### src/rtl/dsp_lut_iq_mc.sv
// Multi-channel I/Q shaper: per-channel limiter, shared double-buffered magnitude LUT, or mute.
// Three-stage pipeline; the LUT bank is latched with each sample so a swap never splits one sample.
module dsp_lut_iq_mc #(
   parameter int NCH       = 2,
   parameter int IN_WIDTH  = 8,
   parameter int OUT_WIDTH = 4
) (
   input  logic                     clk,
   input  logic                     rst,
   input  logic                     we,
   input  logic [NCH*IN_WIDTH-1:0]  i_in,
   input  logic [NCH*IN_WIDTH-1:0]  q_in,
   input  logic [2*NCH-1:0]         mode,
   input  logic                     cfg_wr,
   input  logic                     cfg_clr,
   input  logic [OUT_WIDTH-2:0]     cfg_data,
   input  logic                     swap_req,
   output logic                     swap_ack,
   output logic                     active_bank,
   output logic [NCH*OUT_WIDTH-1:0] i_out,
   output logic [NCH*OUT_WIDTH-1:0] q_out,
   output logic                     valid,
   output logic [15:0]              clip_cnt
);
   localparam int MW    = IN_WIDTH - 1;
   localparam int DEPTH = 2 ** MW;
   localparam int NL    = 2 * NCH;
   localparam logic [MW-1:0] LIM = MW'(2 ** (OUT_WIDTH - 1) - 1);

   logic [OUT_WIDTH-2:0] tbl_q [2][DEPTH];
   logic [MW-1:0]        wr_ptr_q;
   logic                 bank_q;
   logic                 swap_ack_q;

   logic                 v1_q;
   logic                 bank1_q;
   logic [MW-1:0]        mag_q [NL];
   logic [MW-1:0]        mag_d [NL];
   logic [NL-1:0]        neg_q;
   logic [NL-1:0]        neg_d;
   logic [2*NCH-1:0]     mode1_q;

   logic                 v2_q;
   logic [OUT_WIDTH-1:0] res_q [NL];
   logic [OUT_WIDTH-1:0] res_d [NL];
   logic [15:0]          nclip_q;
   logic [15:0]          nclip_d;
   logic [1:0]           lm;
   logic [OUT_WIDTH-2:0] rm;

   logic                     valid_q;
   logic [NCH*OUT_WIDTH-1:0] i_out_q;
   logic [NCH*OUT_WIDTH-1:0] q_out_q;
   logic [15:0]              clip_cnt_q;
   logic [16:0]              clip_sum;

   // The most negative input has no positive twin; it folds onto the top table entry.
   function automatic logic [MW-1:0] abs_sat(input logic [IN_WIDTH-1:0] x);
      logic [IN_WIDTH-1:0] n;
      n = x[IN_WIDTH-1] ? (~x + 1'b1) : x;
      return n[IN_WIDTH-1] ? '1 : n[MW-1:0];
   endfunction

   always_ff @(posedge clk or posedge rst) begin
      if (rst) begin
         wr_ptr_q   <= '0;
         bank_q     <= 1'b0;
         swap_ack_q <= 1'b0;
      end else begin
         swap_ack_q <= swap_req;
         if (swap_req)
            bank_q <= ~bank_q;
         if (swap_req || cfg_clr)
            wr_ptr_q <= '0;
         else if (cfg_wr)
            wr_ptr_q <= wr_ptr_q + 1'b1;
      end
   end

   always_ff @(posedge clk) begin
      if (cfg_wr && !cfg_clr)
         tbl_q[~bank_q][wr_ptr_q] <= cfg_data;
   end

   always_comb begin
      for (int n = 0; n < NCH; n++) begin
         mag_d[2*n]   = abs_sat(i_in[n*IN_WIDTH +: IN_WIDTH]);
         neg_d[2*n]   = i_in[n*IN_WIDTH + IN_WIDTH - 1];
         mag_d[2*n+1] = abs_sat(q_in[n*IN_WIDTH +: IN_WIDTH]);
         neg_d[2*n+1] = q_in[n*IN_WIDTH + IN_WIDTH - 1];
      end
   end

   always_ff @(posedge clk or posedge rst) begin
      if (rst) begin
         v1_q    <= 1'b0;
         bank1_q <= 1'b0;
         neg_q   <= '0;
         mode1_q <= '0;
         for (int l = 0; l < NL; l++)
            mag_q[l] <= '0;
      end else begin
         v1_q <= we;
         if (we) begin
            bank1_q <= bank_q;
            neg_q   <= neg_d;
            mode1_q <= mode;
            for (int l = 0; l < NL; l++)
               mag_q[l] <= mag_d[l];
         end
      end
   end

   always_comb begin
      nclip_d = '0;
      lm      = '0;
      rm      = '0;
      for (int l = 0; l < NL; l++) begin
         lm = mode1_q[(l/2)*2 +: 2];
         rm = '0;
         case (lm)
            2'd1: rm = tbl_q[bank1_q][mag_q[l]];
            2'd2: rm = '0;
            default: begin
               if (mag_q[l] > LIM) begin
                  rm      = '1;
                  nclip_d = nclip_d + 16'd1;
               end else begin
                  rm = mag_q[l][OUT_WIDTH-2:0];
               end
            end
         endcase
         res_d[l] = neg_q[l] ? -{1'b0, rm} : {1'b0, rm};
      end
   end

   always_ff @(posedge clk or posedge rst) begin
      if (rst) begin
         v2_q    <= 1'b0;
         nclip_q <= '0;
         for (int l = 0; l < NL; l++)
            res_q[l] <= '0;
      end else begin
         v2_q <= v1_q;
         if (v1_q) begin
            nclip_q <= nclip_d;
            for (int l = 0; l < NL; l++)
               res_q[l] <= res_d[l];
         end
      end
   end

   assign clip_sum = {1'b0, clip_cnt_q} + {1'b0, nclip_q};

   always_ff @(posedge clk or posedge rst) begin
      if (rst) begin
         valid_q    <= 1'b0;
         i_out_q    <= '0;
         q_out_q    <= '0;
         clip_cnt_q <= '0;
      end else begin
         valid_q <= v2_q;
         if (v2_q) begin
            for (int n = 0; n < NCH; n++) begin
               i_out_q[n*OUT_WIDTH +: OUT_WIDTH] <= res_q[2*n];
               q_out_q[n*OUT_WIDTH +: OUT_WIDTH] <= res_q[2*n+1];
            end
         end
         if (cfg_clr)
            clip_cnt_q <= '0;
         else if (v2_q)
            clip_cnt_q <= clip_sum[16] ? 16'hFFFF : clip_sum[15:0];
      end
   end

   assign swap_ack    = swap_ack_q;
   assign active_bank = bank_q;
   assign i_out       = i_out_q;
   assign q_out       = q_out_q;
   assign valid       = valid_q;
   assign clip_cnt    = clip_cnt_q;
endmodule

### config.mk
export PLATFORM = sky130hd
export DESIGN_NAME = dsp_lut_iq_mc
export DESIGN_NICKNAME = d
export VERILOG_FILES = /design/src/rtl/dsp_lut_iq_mc.sv
export SDC_FILE = /design/constraint.sdc
export NUM_CORES = 2
export LEC_CHECK = 0
export BUFFER_PORTS_ARGS = -buffer_cell sky130_fd_sc_hd__buf_2
export CAP_MARGIN = 5
export CELL_PAD_IN_SITES_DETAIL_PLACEMENT = 0
export CELL_PAD_IN_SITES_GLOBAL_PLACEMENT = 1
export CORE_MARGIN = 4
export CORE_UTILIZATION = 40
export CTS_BUF_LIST = sky130_fd_sc_hd__clkbuf_16
export DETAILED_ROUTE_END_ITERATION = 8
export PLACE_DENSITY_LB_ADDON = 0.12
export SYNTH_ARGS = -nofsm -noshare
export SYNTH_HDL_FRONTEND = slang
export SYNTH_SLANG_ARGS = --single-unit
### constraint.sdc
create_clock -name clk -period 4.8 [get_ports clk]
set_input_delay 0.96 -clock clk [delete_from_list [all_inputs] [get_ports clk]]
set_output_delay 0.96 -clock clk [all_outputs]
set_load 0.03 [all_outputs]
==> qor.csv <==
metric,value,unit
Routed Antenna Nets,0,
initial antenna violation count,21,
GP Congestion,1.02,
Multi-input gate area,26800,um^2
DR vias/cell,7.29,
most frequent cells in the layout,"edfxtp_1 (768), mux4_2 (744), nor2_1 (357), mux2i_1 (213), buf_4 (196)",
die area,142000,um^2
Tot Pwr,28600,uW
clock-pin slew on the worst setup and hold paths,0.06,ns
Logic pwr share,40.8,%
Rows,134,
CP max FO,65,
crit path capture type,flop,
Synth cell types,88,
type of origin of the critical path,flop,
largest net degree at the start of global routing,122,
Setup Slack @ Placement,0.302,ns
CTS sink cnt,869,
fill cell count,11700,
DR vias,39800,
failing checks,capacitance limit,
Worst-Margin Slew,1.48,ns
Max-Cap Viols,1,
status,finished with violations,
"most common cell after layout, fill and taps aside",edfxtp_1,
register area,25600,um^2
P_sw,10000,uW
"Warnings, synthesis",0,
Die Y,376,um
min-delay worst type,primary input to async pin,
DR pass1 iterations,5,
global-route wire length before repair,324,mm
Setup Skew,0.0474,ns
area of the mapped netlist,54200,um^2
Final period util,96.4,%
Internal Power,18500,uW
postcts setup bufs,0,
Fin. Hold Viols,0,
clock network power share,28.1,%
sequential share of the synthesized area,47.2,%
register bit total from synthesis,869,
ys async rst share,11.6,%
Initial DRC Count,6489,
Peak VDD IR,266,uV
clk_lat worst skew,0.74,ns
total leakage power,0.0200,uW
Boundary Pins,80,
Routed WL per cell,43.4,um
total CTS buffers,101,
Post-route DRC,0,
CTS Hold Buffers Added,0,
PwrDens,470,nW/um^2
Total Wirelength,237,mm
vias in the first global route,37800,
CP cell instances,"buf_12, mux2i_1, mux4_2, a22oi_1, and3_1, a211oi_1, nor2_1, a22oi_2, ha_1, inv_1, nand3_1, a21oi_1, a311o_1",
RSZ-0062 raised after global routing,false,
clock tree buffer depth,3,
final worst path period need,4.62,ns
total core area,134000,um^2
Fmax,216,MHz
post-synth net total,3567,
Die W,376,um
Syn-to-layout area delta,12.0,%
CP Data Arrival Time,5.25,ns
CTS tree,yes,
Crit Path Class,flop to flop,
Max Slew Vio Count,0,
Setup WS post-layout,0.175,ns
CP max-delay cell,dfrtp_4,
starting density of the core,40.4,%
ys flop type,edfxtp_1,
share of layout cells above drive strength 1,36.4,%
Flop pwr share,31.1,%
Sw Share,35.2,%
WP data required,5.43,ns
nets@finish,3663,
gr usage total,33.1,%
CP peak stage delay,0.84,ns
clock root buffer,clkbuf_16,
Cells after Synth,3503,
final setup TNS,0,ns
Slew HR,1.17,%
grt total ovfl,0,
CTS resizes,0,
Syn Area/Cell,15.5,um^2
PortBufs,79,
"EDFF count, synth",768,
Final setup viols,0,
H-tree depth,3,
DP HPWL,172,mm
==> registers in the layout (all words and copies together), names as in the netlist <==
name / count
clip_cnt: 16
wr_ptr_q: 7
q_out: 8
bank1_q: 1
res_q: 16
valid: 1
swap_ack: 1
v1_q: 1
tbl_q: 768
mode1_q: 4
i_out: 8
active_bank: 1
v2_q: 1
neg_q: 4
nclip_q: 4
mag_q: 28
==> logic make-up after synthesis <==
kind of cell | count (synthesis) | synth area share (%)
simple gates | 773 | 6.43
xor+xnor | 35 | 0.565
buf+inv | 355 | 3.47
flops | 869 | 47.2
mux | 1037 | 36.5
compound gates | 415 | 5.36
fa+ha+maj | 19 | 0.452
==> worst paths after layout <==
kind                         endpoint       start  cells past startpoint  slack [ns]
max in group asynchronous    mag_q[0]         rst                      3        3.67
max                          res_q[2]     bank1_q                     13        0.18
min in group clk             swap_ack    swap_req                      1        0.42
max reg2reg                  res_q[2]     bank1_q                     13        0.18
min                          mag_q[2]         rst                      2        0.26
min reg2reg                nclip_q[2]  nclip_q[2]                      1        0.51
==> cell usage after synthesis, types with 20 or more instances <==
| cell | instances | share of area (%) |
|---|---|---|
| buf_4 | 32 | 0.44 |
| a221oi_1 | 20 | 0.32 |
| nand2b_1 | 20 | 0.23 |
| dfrtp_1 | 101 | 4.7 |
| a21oi_1 | 66 | 0.61 |
| mux4_2 | 744 | 31 |
| buf_6 | 44 | 0.91 |
| nor2b_1 | 41 | 0.47 |
| nand3_1 | 49 | 0.45 |
| nand2_1 | 166 | 1.1 |
| xor2_1 | 21 | 0.34 |
| buf_1 | 38 | 0.26 |
| o22ai_1 | 20 | 0.23 |
| clkbuf_1 | 153 | 1.1 |
| mux2_2 | 77 | 1.6 |
| a22oi_1 | 63 | 0.87 |
| nor2_1 | 358 | 2.5 |
| buf_2 | 46 | 0.42 |
| a211oi_1 | 27 | 0.37 |
| o21ai_0 | 65 | 0.60 |
| edfxtp_1 | 768 | 43 |
| mux2i_1 | 213 | 3.9 |
| inv_1 | 34 | 0.24 |
| nor3_1 | 34 | 0.31 |
==> metal layers <==
layer | routed length (um) | track usage, %
met3 | 29700 | 9.77
met4 | 11800 | 14.7
met1 | 92300 | 46.4
met5 | 80 | 0
met2 | 103000 | 47.9
==> layout make-up <==
class,instances,share of cell area (%)
Antenna cell,8,0.0330
Clock buffer,103,4.24
Clock inverter,83,1.31
Inverter,39,0.245
Multi-Input combinational cell,2279,44.1
Sequential cell,869,42.2
Tap cell,1768,3.64
Timing Repair Buffer,309,4.21
==> worst max-delay path: cells and delay by family, from the launching register on <==
kind / cells / cell delay [ns]
adder cells (fa/ha/maj): 1 / 0.16
flip-flops: 1 / 0.84
buffers and inverters: 2 / 0.53
multiplexers: 2 / 0.93
AO/OA/AOI/OAI: 5 / 1.42
AND/OR/NAND/NOR: 3 / 0.52
==> power by group through the flow <==
stage               Clock (uW)  Sequential (uW)  Combinational (uW)
floorplan                    0             8720                8310
global placement             0             9010               11400
detailed placement           0             9010               11400
CTS                       8110             8850               11500
global route              8410             8870               12100
finish                    8030             8880               11600
==> metrics by stage <==
stage / cells / area [um^2] / util, % / hold WS (ns)
after floorplan: 3503 / 54200 / - / 0.352
after global placement: 5263 / 57300 / 42.7 / 0.488
after detailed placement: 5263 / 57300 / 42.7 / 0.496
after CTS: 5449 / 60700 / 45.3 / 0.225
after global routing: 5450 / 60700 / 45.3 / 0.278
final: 5458 / 60700 / 45.3 / 0.259
(Power assumes the default switching activity.)
